### src/rtl/axi_addr_remap.sv
// AXI4 address remapper: decodes AR/AW against base/mask windows, rewrites hits to a
// per-region target and answers unmapped accesses locally with DECERR.
module axi_addr_remap #(
    parameter int ADDR_WIDTH  = 32,
    parameter int DATA_WIDTH  = 64,
    parameter int ID_WIDTH    = 4,
    parameter int NUM_REGIONS = 2,
    parameter logic [NUM_REGIONS*ADDR_WIDTH-1:0] REGION_BASE   = {NUM_REGIONS{32'h0}},
    parameter logic [NUM_REGIONS*ADDR_WIDTH-1:0] REGION_MASK   = {NUM_REGIONS{32'h0FFFFFFF}},
    parameter logic [NUM_REGIONS*ADDR_WIDTH-1:0] REGION_TARGET = {NUM_REGIONS{32'h10000000}},
    parameter int MAX_OUTSTANDING = 8
) (
    input  logic                    aclk,
    input  logic                    aresetn,
    // upstream write address
    input  logic [ID_WIDTH-1:0]     s_axi_awid,
    input  logic [ADDR_WIDTH-1:0]   s_axi_awaddr,
    input  logic [7:0]              s_axi_awlen,
    input  logic [2:0]              s_axi_awsize,
    input  logic [1:0]              s_axi_awburst,
    input  logic                    s_axi_awlock,
    input  logic [3:0]              s_axi_awcache,
    input  logic [2:0]              s_axi_awprot,
    input  logic [3:0]              s_axi_awqos,
    input  logic                    s_axi_awvalid,
    output logic                    s_axi_awready,
    input  logic [DATA_WIDTH-1:0]   s_axi_wdata,
    input  logic [DATA_WIDTH/8-1:0] s_axi_wstrb,
    input  logic                    s_axi_wlast,
    input  logic                    s_axi_wvalid,
    output logic                    s_axi_wready,
    output logic [ID_WIDTH-1:0]     s_axi_bid,
    output logic [1:0]              s_axi_bresp,
    output logic                    s_axi_bvalid,
    input  logic                    s_axi_bready,
    // upstream read
    input  logic [ID_WIDTH-1:0]     s_axi_arid,
    input  logic [ADDR_WIDTH-1:0]   s_axi_araddr,
    input  logic [7:0]              s_axi_arlen,
    input  logic [2:0]              s_axi_arsize,
    input  logic [1:0]              s_axi_arburst,
    input  logic                    s_axi_arlock,
    input  logic [3:0]              s_axi_arcache,
    input  logic [2:0]              s_axi_arprot,
    input  logic [3:0]              s_axi_arqos,
    input  logic                    s_axi_arvalid,
    output logic                    s_axi_arready,
    output logic [ID_WIDTH-1:0]     s_axi_rid,
    output logic [DATA_WIDTH-1:0]   s_axi_rdata,
    output logic [1:0]              s_axi_rresp,
    output logic                    s_axi_rlast,
    output logic                    s_axi_rvalid,
    input  logic                    s_axi_rready,
    // downstream write
    output logic [ID_WIDTH-1:0]     m_axi_awid,
    output logic [ADDR_WIDTH-1:0]   m_axi_awaddr,
    output logic [7:0]              m_axi_awlen,
    output logic [2:0]              m_axi_awsize,
    output logic [1:0]              m_axi_awburst,
    output logic                    m_axi_awlock,
    output logic [3:0]              m_axi_awcache,
    output logic [2:0]              m_axi_awprot,
    output logic [3:0]              m_axi_awqos,
    output logic                    m_axi_awvalid,
    input  logic                    m_axi_awready,
    output logic [DATA_WIDTH-1:0]   m_axi_wdata,
    output logic [DATA_WIDTH/8-1:0] m_axi_wstrb,
    output logic                    m_axi_wlast,
    output logic                    m_axi_wvalid,
    input  logic                    m_axi_wready,
    input  logic [ID_WIDTH-1:0]     m_axi_bid,
    input  logic [1:0]              m_axi_bresp,
    input  logic                    m_axi_bvalid,
    output logic                    m_axi_bready,
    // downstream read
    output logic [ID_WIDTH-1:0]     m_axi_arid,
    output logic [ADDR_WIDTH-1:0]   m_axi_araddr,
    output logic [7:0]              m_axi_arlen,
    output logic [2:0]              m_axi_arsize,
    output logic [1:0]              m_axi_arburst,
    output logic                    m_axi_arlock,
    output logic [3:0]              m_axi_arcache,
    output logic [2:0]              m_axi_arprot,
    output logic [3:0]              m_axi_arqos,
    output logic                    m_axi_arvalid,
    input  logic                    m_axi_arready,
    input  logic [ID_WIDTH-1:0]     m_axi_rid,
    input  logic [DATA_WIDTH-1:0]   m_axi_rdata,
    input  logic [1:0]              m_axi_rresp,
    input  logic                    m_axi_rlast,
    input  logic                    m_axi_rvalid,
    output logic                    m_axi_rready
);

    localparam int CW = $clog2(MAX_OUTSTANDING + 1);
    localparam logic [CW-1:0] MAX_CNT = CW'(MAX_OUTSTANDING);

    typedef enum logic {R_IDLE, R_ERR} r_state_e;
    typedef enum logic [1:0] {W_IDLE, W_FWD, W_ERR_DATA, W_ERR_RESP} w_state_e;

    // Returns {hit, remapped address}; scanning high to low lets the lowest index win.
    function automatic logic [ADDR_WIDTH:0] decode(input logic [ADDR_WIDTH-1:0] addr);
        logic [ADDR_WIDTH-1:0] base;
        logic [ADDR_WIDTH-1:0] mask;
        logic [ADDR_WIDTH-1:0] tgt;
        logic [ADDR_WIDTH:0]   res;
        res = '0;
        for (int i = NUM_REGIONS - 1; i >= 0; i--) begin
            base = REGION_BASE[i*ADDR_WIDTH +: ADDR_WIDTH];
            mask = REGION_MASK[i*ADDR_WIDTH +: ADDR_WIDTH];
            tgt  = REGION_TARGET[i*ADDR_WIDTH +: ADDR_WIDTH];
            if ((addr & ~mask) == (base & ~mask))
                res = {1'b1, (tgt & ~mask) | (addr & mask)};
        end
        return res;
    endfunction

    logic [ADDR_WIDTH:0] ar_dec;
    logic [ADDR_WIDTH:0] aw_dec;
    logic                ar_hit;
    logic                aw_hit;

    assign ar_dec = decode(s_axi_araddr);
    assign aw_dec = decode(s_axi_awaddr);
    assign ar_hit = ar_dec[ADDR_WIDTH];
    assign aw_hit = aw_dec[ADDR_WIDTH];

    assign m_axi_arid    = s_axi_arid;
    assign m_axi_araddr  = ar_dec[ADDR_WIDTH-1:0];
    assign m_axi_arlen   = s_axi_arlen;
    assign m_axi_arsize  = s_axi_arsize;
    assign m_axi_arburst = s_axi_arburst;
    assign m_axi_arlock  = s_axi_arlock;
    assign m_axi_arcache = s_axi_arcache;
    assign m_axi_arprot  = s_axi_arprot;
    assign m_axi_arqos   = s_axi_arqos;

    assign m_axi_awid    = s_axi_awid;
    assign m_axi_awaddr  = aw_dec[ADDR_WIDTH-1:0];
    assign m_axi_awlen   = s_axi_awlen;
    assign m_axi_awsize  = s_axi_awsize;
    assign m_axi_awburst = s_axi_awburst;
    assign m_axi_awlock  = s_axi_awlock;
    assign m_axi_awcache = s_axi_awcache;
    assign m_axi_awprot  = s_axi_awprot;
    assign m_axi_awqos   = s_axi_awqos;

    assign m_axi_wdata = s_axi_wdata;
    assign m_axi_wstrb = s_axi_wstrb;
    assign m_axi_wlast = s_axi_wlast;

    r_state_e            r_state_q, r_state_d;
    w_state_e            w_state_q, w_state_d;
    logic [CW-1:0]       rd_cnt_q, rd_cnt_d;
    logic [CW-1:0]       wr_cnt_q, wr_cnt_d;
    logic [7:0]          r_beat_q, r_beat_d;
    logic [7:0]          r_len_q, r_len_d;
    logic [ID_WIDTH-1:0] r_id_q, r_id_d;
    logic [ID_WIDTH-1:0] w_id_q, w_id_d;

    logic rd_room, rd_empty, wr_room, wr_empty;
    logic rd_inc, rd_dec, wr_inc, wr_dec;

    assign rd_room  = rd_cnt_q < MAX_CNT;
    assign rd_empty = rd_cnt_q == '0;
    assign wr_room  = wr_cnt_q < MAX_CNT;
    assign wr_empty = wr_cnt_q == '0;

    assign rd_inc = m_axi_arvalid && m_axi_arready;
    assign rd_dec = m_axi_rvalid && m_axi_rready && m_axi_rlast;
    assign wr_inc = m_axi_awvalid && m_axi_awready;
    assign wr_dec = m_axi_bvalid && m_axi_bready;

    always_comb begin
        rd_cnt_d = rd_cnt_q;
        wr_cnt_d = wr_cnt_q;
        if (rd_inc && !rd_dec)      rd_cnt_d = rd_cnt_q + CW'(1);
        else if (!rd_inc && rd_dec) rd_cnt_d = rd_cnt_q - CW'(1);
        if (wr_inc && !wr_dec)      wr_cnt_d = wr_cnt_q + CW'(1);
        else if (!wr_inc && wr_dec) wr_cnt_d = wr_cnt_q - CW'(1);
    end

    // Read path: local DECERR bursts only start with nothing forwarded in flight,
    // so they can never interleave with downstream R beats.
    always_comb begin
        r_state_d     = r_state_q;
        r_beat_d      = r_beat_q;
        r_len_d       = r_len_q;
        r_id_d        = r_id_q;
        m_axi_arvalid = 1'b0;
        s_axi_arready = 1'b0;
        s_axi_rvalid  = m_axi_rvalid;
        s_axi_rid     = m_axi_rid;
        s_axi_rdata   = m_axi_rdata;
        s_axi_rresp   = m_axi_rresp;
        s_axi_rlast   = m_axi_rlast;
        m_axi_rready  = s_axi_rready;
        case (r_state_q)
            R_IDLE: begin
                if (ar_hit) begin
                    m_axi_arvalid = s_axi_arvalid && rd_room;
                    s_axi_arready = m_axi_arready && rd_room;
                end else begin
                    s_axi_arready = rd_empty;
                    if (s_axi_arvalid && rd_empty) begin
                        r_id_d    = s_axi_arid;
                        r_len_d   = s_axi_arlen;
                        r_beat_d  = '0;
                        r_state_d = R_ERR;
                    end
                end
            end
            R_ERR: begin
                s_axi_rvalid = 1'b1;
                s_axi_rid    = r_id_q;
                s_axi_rdata  = '0;
                s_axi_rresp  = 2'b11;
                s_axi_rlast  = (r_beat_q == r_len_q);
                m_axi_rready = 1'b0;
                if (s_axi_rready) begin
                    if (r_beat_q == r_len_q) r_state_d = R_IDLE;
                    else                     r_beat_d  = r_beat_q + 8'd1;
                end
            end
            default: r_state_d = R_IDLE;
        endcase
    end

    // Write path: one AW at a time owns the W channel until its last beat.
    always_comb begin
        w_state_d     = w_state_q;
        w_id_d        = w_id_q;
        m_axi_awvalid = 1'b0;
        s_axi_awready = 1'b0;
        m_axi_wvalid  = 1'b0;
        s_axi_wready  = 1'b0;
        s_axi_bvalid  = m_axi_bvalid;
        s_axi_bid     = m_axi_bid;
        s_axi_bresp   = m_axi_bresp;
        m_axi_bready  = s_axi_bready;
        case (w_state_q)
            W_IDLE: begin
                if (aw_hit) begin
                    m_axi_awvalid = s_axi_awvalid && wr_room;
                    s_axi_awready = m_axi_awready && wr_room;
                    if (s_axi_awvalid && m_axi_awready && wr_room) w_state_d = W_FWD;
                end else begin
                    s_axi_awready = wr_empty;
                    if (s_axi_awvalid && wr_empty) begin
                        w_id_d    = s_axi_awid;
                        w_state_d = W_ERR_DATA;
                    end
                end
            end
            W_FWD: begin
                m_axi_wvalid = s_axi_wvalid;
                s_axi_wready = m_axi_wready;
                if (s_axi_wvalid && m_axi_wready && s_axi_wlast) w_state_d = W_IDLE;
            end
            W_ERR_DATA: begin
                s_axi_wready = 1'b1;
                if (s_axi_wvalid && s_axi_wlast) w_state_d = W_ERR_RESP;
            end
            W_ERR_RESP: begin
                s_axi_bvalid = 1'b1;
                s_axi_bid    = w_id_q;
                s_axi_bresp  = 2'b11;
                m_axi_bready = 1'b0;
                if (s_axi_bready) w_state_d = W_IDLE;
            end
            default: w_state_d = W_IDLE;
        endcase
    end

    always_ff @(posedge aclk or negedge aresetn) begin
        if (!aresetn) begin
            r_state_q <= R_IDLE;
            w_state_q <= W_IDLE;
            rd_cnt_q  <= '0;
            wr_cnt_q  <= '0;
            r_beat_q  <= '0;
            r_len_q   <= '0;
            r_id_q    <= '0;
            w_id_q    <= '0;
        end else begin
            r_state_q <= r_state_d;
            w_state_q <= w_state_d;
            rd_cnt_q  <= rd_cnt_d;
            wr_cnt_q  <= wr_cnt_d;
            r_beat_q  <= r_beat_d;
            r_len_q   <= r_len_d;
            r_id_q    <= r_id_d;
            w_id_q    <= w_id_d;
        end
    end

endmodule

### config.mk
export PLATFORM = sky130hd
export DESIGN_NAME = axi_addr_remap
export DESIGN_NICKNAME = d
export VERILOG_FILES = /design/src/rtl/axi_addr_remap.sv
export SDC_FILE = /design/constraint.sdc
export NUM_CORES = 1
export LEC_CHECK = 0
export BUFFER_PORTS_ARGS = -buffer_cell sky130_fd_sc_hd__buf_2
export CAP_MARGIN = 20
export CORE_AREA = 2 2 220 222
export CTS_CLUSTER_SIZE = 28
export DETAILED_ROUTE_END_ITERATION = 10
export DIE_AREA = 0 0 222 224
export HOLD_SLACK_MARGIN = 0.02
export PLACE_DENSITY = 0.3
export SKIP_CTS_REPAIR_TIMING = 1
export SLEW_MARGIN = 20
export SYNTH_ARGS = -nofsm -noshare
export SYNTH_HDL_FRONTEND = slang
export SYNTH_SLANG_ARGS = --single-unit
### constraint.sdc
create_clock -name aclk -period 2.7 [get_ports aclk]
set_clock_uncertainty 0.2 [all_clocks]
set_input_delay 0.81 -clock aclk [delete_from_list [all_inputs] [get_ports aclk]]
set_output_delay 0.81 -clock aclk [all_outputs]
set_load 0.005 [all_outputs]
### Word level (Yosys, flattened, before mapping)

Index checks and enable logic that the tools add are counted.

| word-level totals | value |
|---|---|
| register bits after elaboration | 35 |
| logic and storage cells | 109 |

| cells by class | value |
|---|---|
| $add $sub $neg | 5 |
| magnitude comparators | 2 |
| eq/ne operators | 13 |
| mux-type cells | 43 |
| bitwise gates (word level) | 3 |
| reduce and logical (&&, ||, !) cells | 35 |

Operators with widths:

| cell | count |
|---|---|
| $mux W33 | 2 |
| $logic_not A32 Y1 | 2 |
| $mux W64 | 1 |
| $mux W8 | 4 |
| $mux W4 | 6 |
| $logic_and A1 B1 Y1 | 20 |
| $mux W1 | 18 |
| $mux W2 | 8 |
| $pmux W8 S2 | 1 |
| $ne A2 B2 Y1 const B | 7 |
| $add A4 B1 Y4 const B | 2 |
| $add A8 B1 Y8 const B | 1 |
| $eq A8 B8 Y1 | 1 |
| $logic_not A4 Y1 | 2 |
| $lt A4 B4 Y1 const B | 2 |
| $pmux W2 S4 | 1 |
| $sub A4 B1 Y4 const B | 2 |
| $ne A3 B3 Y1 const B | 2 |
| $reduce_and A3 Y1 | 2 |
| $reduce_and A5 Y1 | 1 |
| $eq A2 B2 Y1 const B | 2 |
| $logic_not A1 Y1 | 4 |
| $pmux W1 S2 | 2 |
| $reduce_and A4 Y1 | 1 |
| other kinds (4) | 7 |

### Longest topological paths before layout

| logic depth | value |
|---|---|
| depth after elaboration | 9 |
| mapped depth | 13 |

### Worst setup path after synthesis

No wires, ideal clock.

| timing | value |
|---|---|
| kind | input-to-reg |
| start point | in s_axi_awaddr[29] |
| end point | reg wr_cnt_q[3] |
| arrival | 2731 ps |
| slack | -356 ps |
| cell stages on the path | 11 |
| buffers on the path | 0 |
| cells stage by stage | nor4_4 > and4b_1 > and2_1 > ha_1 > inv_1 > ha_1 > a21o_1 > a21oi_1 > xnor2_1 > nor2_1 > xor2_1 |

| between the ends | value |
|---|---|
| longest elaborated chain between the ends | 8 |
| elaborated cells on any way between the ends | 10 |
| classes of those cells | 4 x mux; 6 x reduce/logical |

RTL lines:

| what | RTL line | RTL |
|---|---|---|
| start: declaration | 17 | `input logic [ADDR_WIDTH-1:0] s_axi_awaddr,` |
| $logic_not A32 Y1 * | 112 | `if ((addr & ~mask) == (base & ~mask))` |
| $mux W33 * | 112 |  |
| $mux W1 * | 243 | `if (aw_hit) begin` |
| $mux W1 * | 241 | `case (w_state_q)` |
| named net m_axi_awvalid | 64 | `output logic m_axi_awvalid,` |
| $logic_and A1 B1 Y1 * | 171 | `assign wr_inc = m_axi_awvalid && m_axi_awready;` |
| $logic_not A1 Y1 | 180 | `else if (!wr_inc && wr_dec) wr_cnt_d = wr_cnt_q - CW'(1);` |
| $logic_and A1 B1 Y1 | 180 |  |
| $reduce_bool A2 Y1 (no source line) | -- |  |
| end signal: assignment | 289 | `wr_cnt_q <= wr_cnt_d;` |
| end: declaration | 155 | `logic [CW-1:0] wr_cnt_q, wr_cnt_d;` |

The timed path passes the listed nets; every way through them passes the cells marked *.
A chain may end at the register's enable or synchronous reset.

### Final worst setup path

| timing | value |
|---|---|
| start point | in s_axi_awaddr[29] |
| end point | out s_axi_awready |

| between the ends | value |
|---|---|
| longest elaborated chain between the ends | 4 |

RTL lines:

| what | RTL line | RTL |
|---|---|---|
| $logic_not A32 Y1 | 112 |  |
| $mux W33 | 112 |  |
| $mux W1 | 243 |  |
| $mux W1 | 241 |  |
| end: declaration | 26 | `output logic s_axi_awready,` |

No other way between the ends.

==> flow_summary.yaml <==
power:
  leakage_nw: 3.12
  p_per_area_mw_per_mm2: 616
  p_sw_mw: 1.53
  peakVddDrop_v: 0.000276
  p_clk_share_pct: 17.8
  seqPwrFrac_pct: 26.8
  total_power_mw: 3.89
  p_int_mw: 2.36
  combPwrFrac_pct: 55.3
  switching_share_pct: 39.4
clock_network:
  cts.htree.levels: 2
  cts.path.max_buffers: 2
  clk_pin_slew_ps: 70
  clock_latency_ps: 300
  root_buffer: "clkbuf_16"
  cts_tree: "built"
  cts-buffers-inserted: 5
  clock-sinks: 35
yosys:
  synth_edf_count: 0
  synth_flop_cell: "dfrtp_1"
  yosys_warnings: 0
  synth_top_area_share_pct: 25.8
  avgSynthCellArea_um2: 8.55
  synth-async-reset-ratio_pct: 100
  yosysSeqAreaShare_pct: 21.8
  synth_cell_type_count: 44
  netlist_top_cells_area: "buf_4, dfrtp_1, nor2b_1"
  synthesis.area_mm2: 0.00402
  yosysTopAreaCell: "buf_4"
  ys_seq_elements: 35
  postSynthCellCount: 470
die:
  die-area_mm2: 0.0497
  initial_utilization_pct: 8.49
  ios: 566
  rows: 80
  core_area_mm2: 0.0473
  die_w_um: 222
  die_y_um: 224
run:
  drv_cap: 0
timing:
  fin_tns_setup_ps: -6060
  hold_viol_final: 0
  slew_violations: 0
  rsz0062_at_grt: "yes"
  fmax_mhz: 347
  setup_ws_ps: -184
  finalCritPeriodShare_pct: 107
  finalCriticalPeriod_ps: 2880
  maxSlewHeadroom_pct: 59.4
  tightest_slew_ps: 608
  setup_violations: 60
detailed_routing:
  vias_per_cell: 2.86
  routed_wl_um: 18200
  drcViolationCount: 0
  vias: 3757
  m1WireLength_um: 7930
  ant_nets: 0
  dr_wl_met3_um: 1650
  top_layer: "met5"
  drtPass1Iterations: 4
  wl_met2_um: 8310
  drt-initial-drc-count: 117
  wl_per_cell_um: 13.9
setup_path:
  arrival_ps: 1870
  path_class: "in2out"
  end_kind: "output port"
  required_ps: 1690
  startpoint_type: "input pin"
  cp_max_fo: 5
place:
  dpl.cell_count: 1290
  gp_congestion: 0.788
  placed_cell_area_mm2: 0.00560
  hpwlAfterDp_um: 15400
  io_buffers: 331
grt:
  grt_max_degree: 64
  antenna_found_initial: 3
  grt_overflow_total: 0
  grt_pass1_wl_um: 24500
  grtUsageTotal_pct: 6.63
  grt_pass1_vias: 3508
layout:
  finalInstanceArea_mm2: 0.00631
  final_cells: 1314
  mostFrequentLayoutCell: "buf_2"
  final_core_util_pct: 13.3
  final_cell_mix: "buf_2, nor2b_1, buf_6, dfrtp_1, and2_4"
  area_delta_synth_final_pct: 57.2
  drive_gt1_share_pct: 66.9
  nNetsFinal: 994
status:
  violations: "negative setup slack"
  run_status: "complete, but fails checks"
min_path:
  min_path_type: "reg2reg"
==> stage by stage <==
step           hold slack [ps]  setup slack (ps)
6_report                   307              -184
3_3_place_gp               294              -286
4_1_cts                    311              -300
2_1_floorplan              274              -232
5_1_grt                    322              -247
3_5_place_dp               294              -299
==> worst max-delay path, cell delays in order <==
cell and delay (ps):
buf_6 100, nor4_4 350, buf_6 180, mux2i_2 220
nor2b_1 70, buf_2 130
==> per-layer routing <==
layer	up-vias	track usage, %
met3	37	3.02
met1	1732	8.79
li1	1816	-
met5	-	0.391
met2	170	9.60
met4	2	1.72
==> state kept, by name, summed over array words and instances (netlist names) <==
| name | flops |
|---|---|
| w_id_q | 4 |
| r_beat_q | 8 |
| rd_cnt_q | 4 |
| r_len_q | 8 |
| r_state_q | 1 |
| wr_cnt_q | 4 |
| r_id_q | 4 |
| w_state_q | 2 |
==> layout make-up <==
class,count,area [um2]
sequential,35,878
clock buffer,5,125
clock inverter,3,43.8
antenna,2,5.00
inverter,8,35.0
tap,615,769
timing repair buffer,370,2270
fill,5463,41000
multi-input combinational,276,2190
==> final timing paths <==
check	from	end	slack, ps	cells past startpoint
setup reg to reg	w_state_q[1]	wr_cnt_q[3]	200	12
min in group asynchronous	aresetn	r_id_q[2]	320	1
hold reg to reg	r_id_q[2]	r_id_q[2]	310	1
setup / recovery	s_axi_awaddr[29]	s_axi_awready	-180	6
max in group asynchronous	aresetn	wr_cnt_q[0]	1330	2
hold / removal	r_id_q[2]	r_id_q[2]	310	1
==> cells in the mapped netlist (5+ instances only) <==
master	number
a21oi_1	5
a22o_1	5
and2_1	59
buf_4	138
clkbuf_1	16
dfrtp_1	35
ha_1	12
inv_1	8
mux2_2	28
mux2i_1	5
nand2_1	11
nand3_1	5
nor2_1	8
nor2b_1	67
o21ai_0	7
or2_2	7
xnor2_1	14
==> logic make-up (layout without fill, tap and decap cells) <==
group	count (synthesis)	in the layout	synth area share, %
flops	35	35	21.8
simple gates	177	177	27.0
compound gates	29	29	5.01
buf+inv	164	386	28.4
other cells	1	8	0.0933
fa+ha+maj	14	14	4.73
xor+xnor	16	16	3.49
mux	34	34	9.47
==> power by group through the flow <==
stage	Clock (mW)	Combinational (mW)	Sequential, mW
after floorplan	0	1.41	0.945
after global placement	0	2.11	1.06
after detailed placement	0	2.10	1.06
after CTS	0.735	2.11	1.05
after global routing	0.759	2.39	1.09
final	0.693	2.15	1.04
No activity file was read; power rests on OpenSTA's default activity.
